<file path="config.mk">
export PLATFORM = sky130hd
export DESIGN_NAME = pc_unit
export DESIGN_NICKNAME = d
export VERILOG_FILES = /design/src/rtl/cpu_pkg.sv /design/src/rtl/pc_incrementer.sv /design/src/rtl/pc_unit.sv
export SDC_FILE = /design/constraint.sdc
export NUM_CORES = 1
export LEC_CHECK = 0
export BUFFER_PORTS_ARGS = -buffer_cell sky130_fd_sc_hd__buf_2
export CAP_MARGIN = 20
export CORE_ASPECT_RATIO = 0.9
export CORE_MARGIN = 4
export CORE_UTILIZATION = 52
export CTS_CLUSTER_SIZE = 24
export DETAILED_ROUTE_END_ITERATION = 6
export GPL_TIMING_DRIVEN = 1
export PLACE_DENSITY_LB_ADDON = 0.15
export SETUP_SLACK_MARGIN = 0.15
export SYNTH_ARGS = -nofsm -noshare
export SYNTH_HDL_FRONTEND = slang
export SYNTH_HIERARCHICAL = 1
export SYNTH_SLANG_ARGS = --single-unit
</file>
<file path="constraint.sdc">
create_clock -name CLK -period 6 [get_ports CLK]
set_input_delay 1.2 -clock CLK [delete_from_list [all_inputs] [get_ports CLK]]
set_output_delay 1.2 -clock CLK [all_outputs]
set_load 0.03 [all_outputs]
</file>
<file path="src/rtl/cpu_pkg.sv">
// Shared 6502 datapath definitions: PC sequencer state encoding and the
// hardware vector addresses.
package cpu_pkg;

  typedef enum logic [1:0] {
    VEC_LO = 2'd0,
    VEC_HI = 2'd1,
    RUN    = 2'd2
  } pc_state_e;

  localparam logic [15:0] RESET_VEC = 16'hFFFC;
  localparam logic [15:0] NMI_VEC   = 16'hFFFA;
  localparam logic [15:0] IRQ_VEC   = 16'hFFFE;

endpackage

</file>
<file path="src/rtl/pc_incrementer.sv">
// Combinational PCL/PCH source select followed by the 16-bit increment;
// the low-byte carry ripples into whichever high byte was selected.
module pc_incrementer (
  input  logic       i_adl_load,
  input  logic       i_pcl_load,
  input  logic       i_adh_load,
  input  logic       i_pch_load,
  input  logic       i_inc,
  input  logic [7:0] i_adl_data,
  input  logic [7:0] i_adh_data,
  input  logic [7:0] i_pcl,
  input  logic [7:0] i_pch,
  output logic [7:0] o_lo,
  output logic [7:0] o_hi,
  output logic       o_carry
);

  logic [7:0] w_lo_sel;
  logic [7:0] w_hi_sel;
  logic       w_c;

  always_comb begin
    w_lo_sel = i_pcl;
    w_hi_sel = i_pch;
    // Loop path and "no load" pick the same register; the explicit branch
    // keeps the bus-over-loop priority visible.
    if (i_adl_load)      w_lo_sel = i_adl_data;
    else if (i_pcl_load) w_lo_sel = i_pcl;
    if (i_adh_load)      w_hi_sel = i_adh_data;
    else if (i_pch_load) w_hi_sel = i_pch;

    {w_c, o_lo} = {1'b0, w_lo_sel} + {8'd0, i_inc};
    o_hi        = w_hi_sel + {7'd0, w_c};
    o_carry     = w_c;
  end

endmodule

</file>
<file path="src/rtl/pc_unit.sv">
// 6502 program-counter stage: fetches the reset vector, then updates PC
// from the select/increment logic and drives PCL/PCH onto the buses.
module pc_unit
  import cpu_pkg::*;
#(
  parameter logic [15:0] VECTOR = RESET_VEC
) (
  input  logic        CLK,
  input  logic        RST_N,
  input  logic        ADL_LOAD,
  input  logic        PCL_LOAD,
  input  logic        ADH_LOAD,
  input  logic        PCH_LOAD,
  input  logic        INC,
  input  logic [7:0]  ADL_DATA,
  input  logic [7:0]  ADH_DATA,
  input  logic [7:0]  DB_IN,
  input  logic        PCL_DB_EN,
  input  logic        PCL_ADL_EN,
  input  logic        PCH_DB_EN,
  input  logic        PCH_ADH_EN,
  output logic [15:0] ADDR_OUT,
  output logic [7:0]  DB_OUT,
  output logic [7:0]  ADL_OUT,
  output logic [7:0]  ADH_OUT,
  output logic        CARRY_OUT,
  output logic        VEC_BUSY
);

  pc_state_e  r_state;
  pc_state_e  w_state_nxt;
  logic [7:0] r_pcl;
  logic [7:0] r_pch;
  logic       r_carry;
  logic [7:0] w_pcl_nxt;
  logic [7:0] w_pch_nxt;
  logic       w_carry_nxt;
  logic [15:0] w_addr;
  logic [7:0] w_inc_lo;
  logic [7:0] w_inc_hi;
  logic       w_inc_c;

  pc_incrementer u_inc (
    .i_adl_load (ADL_LOAD),
    .i_pcl_load (PCL_LOAD),
    .i_adh_load (ADH_LOAD),
    .i_pch_load (PCH_LOAD),
    .i_inc      (INC),
    .i_adl_data (ADL_DATA),
    .i_adh_data (ADH_DATA),
    .i_pcl      (r_pcl),
    .i_pch      (r_pch),
    .o_lo       (w_inc_lo),
    .o_hi       (w_inc_hi),
    .o_carry    (w_inc_c)
  );

  always_ff @(posedge CLK or negedge RST_N) begin
    if (!RST_N) begin
      r_state <= VEC_LO;
      r_pcl   <= VECTOR[7:0];
      r_pch   <= VECTOR[15:8];
      r_carry <= 1'b0;
    end else begin
      r_state <= w_state_nxt;
      r_pcl   <= w_pcl_nxt;
      r_pch   <= w_pch_nxt;
      r_carry <= w_carry_nxt;
    end
  end

  always_comb begin
    w_state_nxt = r_state;
    w_pcl_nxt   = r_pcl;
    w_pch_nxt   = r_pch;
    w_carry_nxt = r_carry;
    w_addr      = {r_pch, r_pcl};
    case (r_state)
      VEC_LO: begin
        w_addr      = VECTOR;
        w_pcl_nxt   = DB_IN;
        w_state_nxt = VEC_HI;
      end
      VEC_HI: begin
        w_addr      = VECTOR + 16'd1;
        w_pch_nxt   = DB_IN;
        w_state_nxt = RUN;
      end
      RUN: begin
        w_pcl_nxt   = w_inc_lo;
        w_pch_nxt   = w_inc_hi;
        w_carry_nxt = w_inc_c;
      end
      default: begin
        w_addr      = VECTOR;
        w_state_nxt = VEC_LO;
      end
    endcase
  end

  assign ADDR_OUT  = w_addr;
  assign VEC_BUSY  = (r_state != RUN);
  assign CARRY_OUT = r_carry;
  assign DB_OUT    = (PCL_DB_EN ? r_pcl : '0) | (PCH_DB_EN ? r_pch : '0);
  assign ADL_OUT   = PCL_ADL_EN ? r_pcl : '0;
  assign ADH_OUT   = PCH_ADH_EN ? r_pch : '0;

  // Both PC bytes on DB at once is a decoder fault upstream.
  a_db_single_driver: assert property (
    @(posedge CLK) disable iff (!RST_N) !(PCL_DB_EN && PCH_DB_EN));

endmodule

</file>
; After elaboration in Yosys (flattened, before gate mapping)
; Index checks and enable logic that the tools add are counted.
[totals]
register_bits = 19
input_bits = 35
output_inout_bits = 42
wordCells = 23
[op_classes]
n_addsub = 2
n_eq_ne = 3
mux = 10
bitwise_logic = 1
n_reduce_logical = 3
[ops]
columns = operator, n
row1 = $mux W8, 6
row2 = $pmux W16 S2, 1
row3 = $pmux W8 S2, 2
row4 = $add A8 B1 Y9, 1
row5 = $add A8 B1 Y8, 1
row6 = $or A8 B8 Y8, 1
row7 = $pmux W2 S3, 1
row8 = $reduce_bool A2 Y1, 2
row9 = $eq A2 B1 Y1 const B, 1
row10 = $eq A2 B2 Y1 const B, 1
row11 = $logic_not A2 Y1, 1
row12 = $ne A2 B2 Y1 const B, 1

; Logic depth before layout (Yosys ltp)
[depth]
word_depth = 4
depth_mapped = 13
ltp_nobuf = 12

; By module
; The synthesis kept the hierarchy.
[modules_own_cells]
columns = mod, n_inst, cells_each, area_each_um2
row1 = pc_unit, 1, 144, 1258.7
row2 = pc_incrementer, 1, 64, 531.8

; Worst setup path before layout
; Ideal clock, no wire load.
[synth_path]
kind = input to register
startpoint = in ADL_LOAD
endpoint = reg r_pch[4]
setup_ns = 0.073
arrival_ns = 3.327
slack_ns = 2.600
stages = 13
path_buffers = 1
cell_sequence = buf_6 mux2_2 ha_1 ha_1 o21ai_1 nor4_1 ha_1 ha_1 nand3_2 xor2_1 mux2i_1 mux2i_1 a21oi_1
[synth_via]
elab_chain_len = 4
[synth_lines]
columns = item, line
row1 = from (decl), pc_unit.sv:10  ; input logic ADL_LOAD,
row2 = $mux W8, pc_incrementer.sv:27  ; if (i_adl_load) w_lo_sel = i_adl_data;
row3 = $add A8 B1 Y9, pc_incrementer.sv:32  ; {w_c, o_lo} = {1'b0, w_lo_sel} + {8'd0, i_inc};
row4 = named net w_inc_c, pc_unit.sv:41  ; logic w_inc_c;
row5 = $add A8 B1 Y8, pc_incrementer.sv:33  ; o_hi = w_hi_sel + {7'd0, w_c};
row6 = named net w_inc_hi[4], pc_unit.sv:40  ; logic [7:0] w_inc_hi;
row7 = $pmux W8 S2, pc_unit.sv:78  ; case (r_state)
row8 = to (signal assigned), pc_unit.sv:62  ; r_pch <= VECTOR[15:8];
row9 = to (signal assigned), pc_unit.sv:67  ; r_pch <= w_pch_nxt;
row10 = to (decl), pc_unit.sv:33  ; logic [7:0] r_pch;
; The timed path passes the listed nets, and every way through them passes these cells.
; A chain may end at the register's enable or synchronous reset.

; Worst setup path in the final report
; Ends and elaborated chain as after synthesis.

==> flow_summary_export.csv <==
group,metric,value,unit
outcome,status,"completed",
drt,routed_wl,4450,um
synthesis,synthAdderAreaFrac,5.59,%
flow_run,maxCapViolCount,0,
timing,final-max-slew-violation-count,0,
die,dieArea,4450,um2
clock_network,cts_resized,0,
timing,setup_viol,0,
synthesis,synthTopCellsByArea,"dfstp_2, mux2i_1, nand2_1, dfrtp_1, and2_1",
pwr,power_density,221,nW/um2
pwr,leakagePower,1.19,nW
setup_path,crit_fanout,14,
synthesis,synth_most_common_cell,"nand2_1",
die,start_util,56.2,%
synthesis,synthXorXnorAreaFrac,5.87,%
placement,placed_cell_area,2130,um2
hold_path,hold_path_depth,1,
clock_network,cts_buffer_depth,2,
setup_path,cp_slowest_stage_delay,0.64,ns
timing,period_minus_slack,3.84,ns
clock_network,clk_latency,0.25,ns
synthesis,synth_ff_type,"dfstp_2",
synthesis,synth.avg_cell_area,8.61,um2
timing,fin_skew,0.000430,ns
pwr,total_power,0.488,mW
finish,multiInputGateArea,1200,um2
clock_network,root_buffer,"clkbuf_8",
timing,worst_slack,2.16,ns
synthesis,synth_area,1790,um2
setup_path,crit_type,"input pin to flip-flop",
clock_network,cts-buffers-inserted,3,
die,rows,19,
global_routing,first_global_vias,1542,
placement,port_buffers,74,
timing,hold_violations,0,
synthesis,synth.ff_latch_count,19,
clock_network,cts_setup_buffers,0,
finish,areaGrowthSynthToFinish,23.1,%
synthesis,synth-simple-area-share,24.0,%
synthesis,synth.top_cell.area_share,20.5,%
synthesis,synth-compound-area-share,10.8,%
synthesis,synth_edf_count,0,
synthesis,seq_area_frac_synth,27.5,%
global_routing,overflow,0,
finish,fillCellCount,287,
synthesis,synth-async-reset-ratio,100,%
drt,wl_per_cell,14.1,um
global_routing,grt_pass1_wl,7260,um
synthesis,yosysTopAreaCell,"dfstp_2",
pwr,vdd_drop_max,0.184,mV
drt,num_vias,1657,
setup_path,rr_worst_depth,12,
placement,place.gp.congestion,0.824,
die,die_y,63.7,um
die,core,3190,um2
finish,stdcell_area,2200,um2
timing,tightest_slew,0.699,ns
global_routing,track_usage,19.8,%
timing,rsz0062_at_grt,"no",
synthesis,syn-num-nets,251,
placement,dp_cells,311,
drt,dr.pass1.iters,4,
timing,period_share,64.0,%
setup_path,cp_cell_sequence,"buf_2 > mux2_2 > ha_1 > ha_1 > o21ai_1 > nor4_1 > ha_1 > ha_1 > nand3_2 > xor2_1 > mux2i_1 > mux2i_1 > a21oi_1",
setup_path,cp.required,6.19,ns
clock_network,hold_buffers,0,
setup_path,slowest_stage,"nor4_1",
placement,dp_slack,1.88,ns
synthesis,synth_mux_area_share,20.8,%
timing,tns,0,ns
setup_path,cpMostUsedCell,"ha_1",
timing,fmax,0.260,GHz
finish,fin_nets,318,
finish,antenna_cells,0,
hold_path,hp-class,"flip-flop to flip-flop",
setup_path,startpoint_type,"input pin",
clock_network,clk_pin_slew,0.07,ns
die,dieWidth,69.9,um
die,io_pins,77,
synthesis,synth_top_family_by_area,"simple AND/OR/NAND/NOR gates",
finish,register_area,493,um2
synthesis,synthCells,208,
setup_path,cp-end-kind,"flip-flop",
drt,avgViaCountPerCell,5.24,
synthesis,yosysWarningCount,6,
global_routing,antenna_found_initial,0,
drt,route.antenna.remaining_nets,0,
setup_path,cp.arrival,4.03,ns
finish,final_cells,316,
synthesis,yosysUniqueCellTypes,33,
drt,drc,0,
synthesis,yosys-top-cells-count,"nand2_1, mux2i_1, and2_1, dfstp_2",
global_routing,grt_max_degree,28,
clock_network,htreeDepth,1,
timing,timing.hold.ws,0.508,ns
clock_network,cts_tree,"done",
clock_network,cts_sinks,19,
timing,relSlewSlack,52.9,%
placement,dp_hpwl,3460,um
drt,drt_iter0_markers,75,
finish,final_util,69.2,%
finish,drive_gt1_share,39.4,%
sequential cells by signal, summed over array words and instances (netlist names):
signal and count:
r_state 2, r_pcl 8, CARRY_OUT 1, r_pch 8
report_power, final:
| group | internal (mW) | switching, mW | total, mW | leakage, nW |
|---|---|---|---|---|
| clock network | 0.0472 | 0.0410 | 0.0882 | 0.0228 |
| logic | 0.0834 | 0.136 | 0.219 | 0.961 |
| registers | 0.155 | 0.0264 | 0.181 | 0.207 |
final timing paths:
path	from	to	slack, ns
max	ADL_LOAD	r_pch[4]$_DFFE_PN1P_	2.16
max in group asynchronous	RST_N	r_pch[1]$_DFFE_PN1P_	4.80
min reg2reg	CARRY_OUT$_DFFE_PN0N_	CARRY_OUT$_DFFE_PN0N_	0.51
min in group asynchronous	RST_N	r_pcl[1]$_DFFE_PN0P_	0.88
min	CARRY_OUT$_DFFE_PN0N_	CARRY_OUT$_DFFE_PN0N_	0.51
max reg2reg	r_pcl[0]$_DFFE_PN0P_	r_pch[4]$_DFFE_PN1P_	2.96
critical path, delay by kind of cell:
| kind | cells | cell delay (ns) |
|---|---|---|
| simple gates | 2 | 0.75 |
| compound gates | 2 | 0.26 |
| buf+inv | 1 | 0.24 |
| xor+xnor | 1 | 0.15 |
| mux | 3 | 0.42 |
| fa+ha+maj | 4 | 1.00 |
metal layers:
metal | global-route usage [%] | vias to the layer above | wire [um] | share of wire (%)
met5 | 0 | - | 0 | 0
met4 | 2.63 | 0 | 14 | 0.31
met3 | 5.41 | 2 | 316 | 7.1
met2 | 31.8 | 48 | 2030 | 46
met1 | 27.2 | 753 | 2080 | 47
li1 | - | 854 | - | -
layout by cell type (no fill, tap or decap):
master     n
nand3_1    3
o21ai_1    1
xor2_1     6
nor4_1     1
nand3_2    2
xnor2_1    6
nor2_1    11
nand4b_1   2
and2b_1    1
mux2i_1   23
o21ai_2    1
mux2_4     2
a21oi_1   11
buf_16     1
and2_1    18
nor2b_1    2
inv_1      4
a22o_1     8
a32o_1     1
mux2_2    10
a21oi_2    1
nand3b_1   1
and3b_1    1
clkbuf_1   1
nand4_1    3
ha_1       8
dfstp_2   14
o21ai_0    7
clkbuf_8   3
and3_1     2
buf_2     74
nand2_1   40
dfrtp_1    5
final cells by class:
class	instances	area share [%]
repair buffers	75	18.0
multi-input cells	172	54.5
well taps	42	2.38
inverters	4	0.681
flip-flops and latches	19	22.4
clock buffers	4	2.04
cell families after synthesis:
| logic type | count (synthesis) |
|---|---|
| adder cells (fa/ha/maj) | 8 |
| multiplexers | 35 |
| AND/OR/NAND/NOR | 87 |
| flip-flops | 19 |
| buffers and inverters | 17 |
| XOR/XNOR | 12 |
| AO/OA/AOI/OAI | 30 |
(Power assumes the default switching activity.)
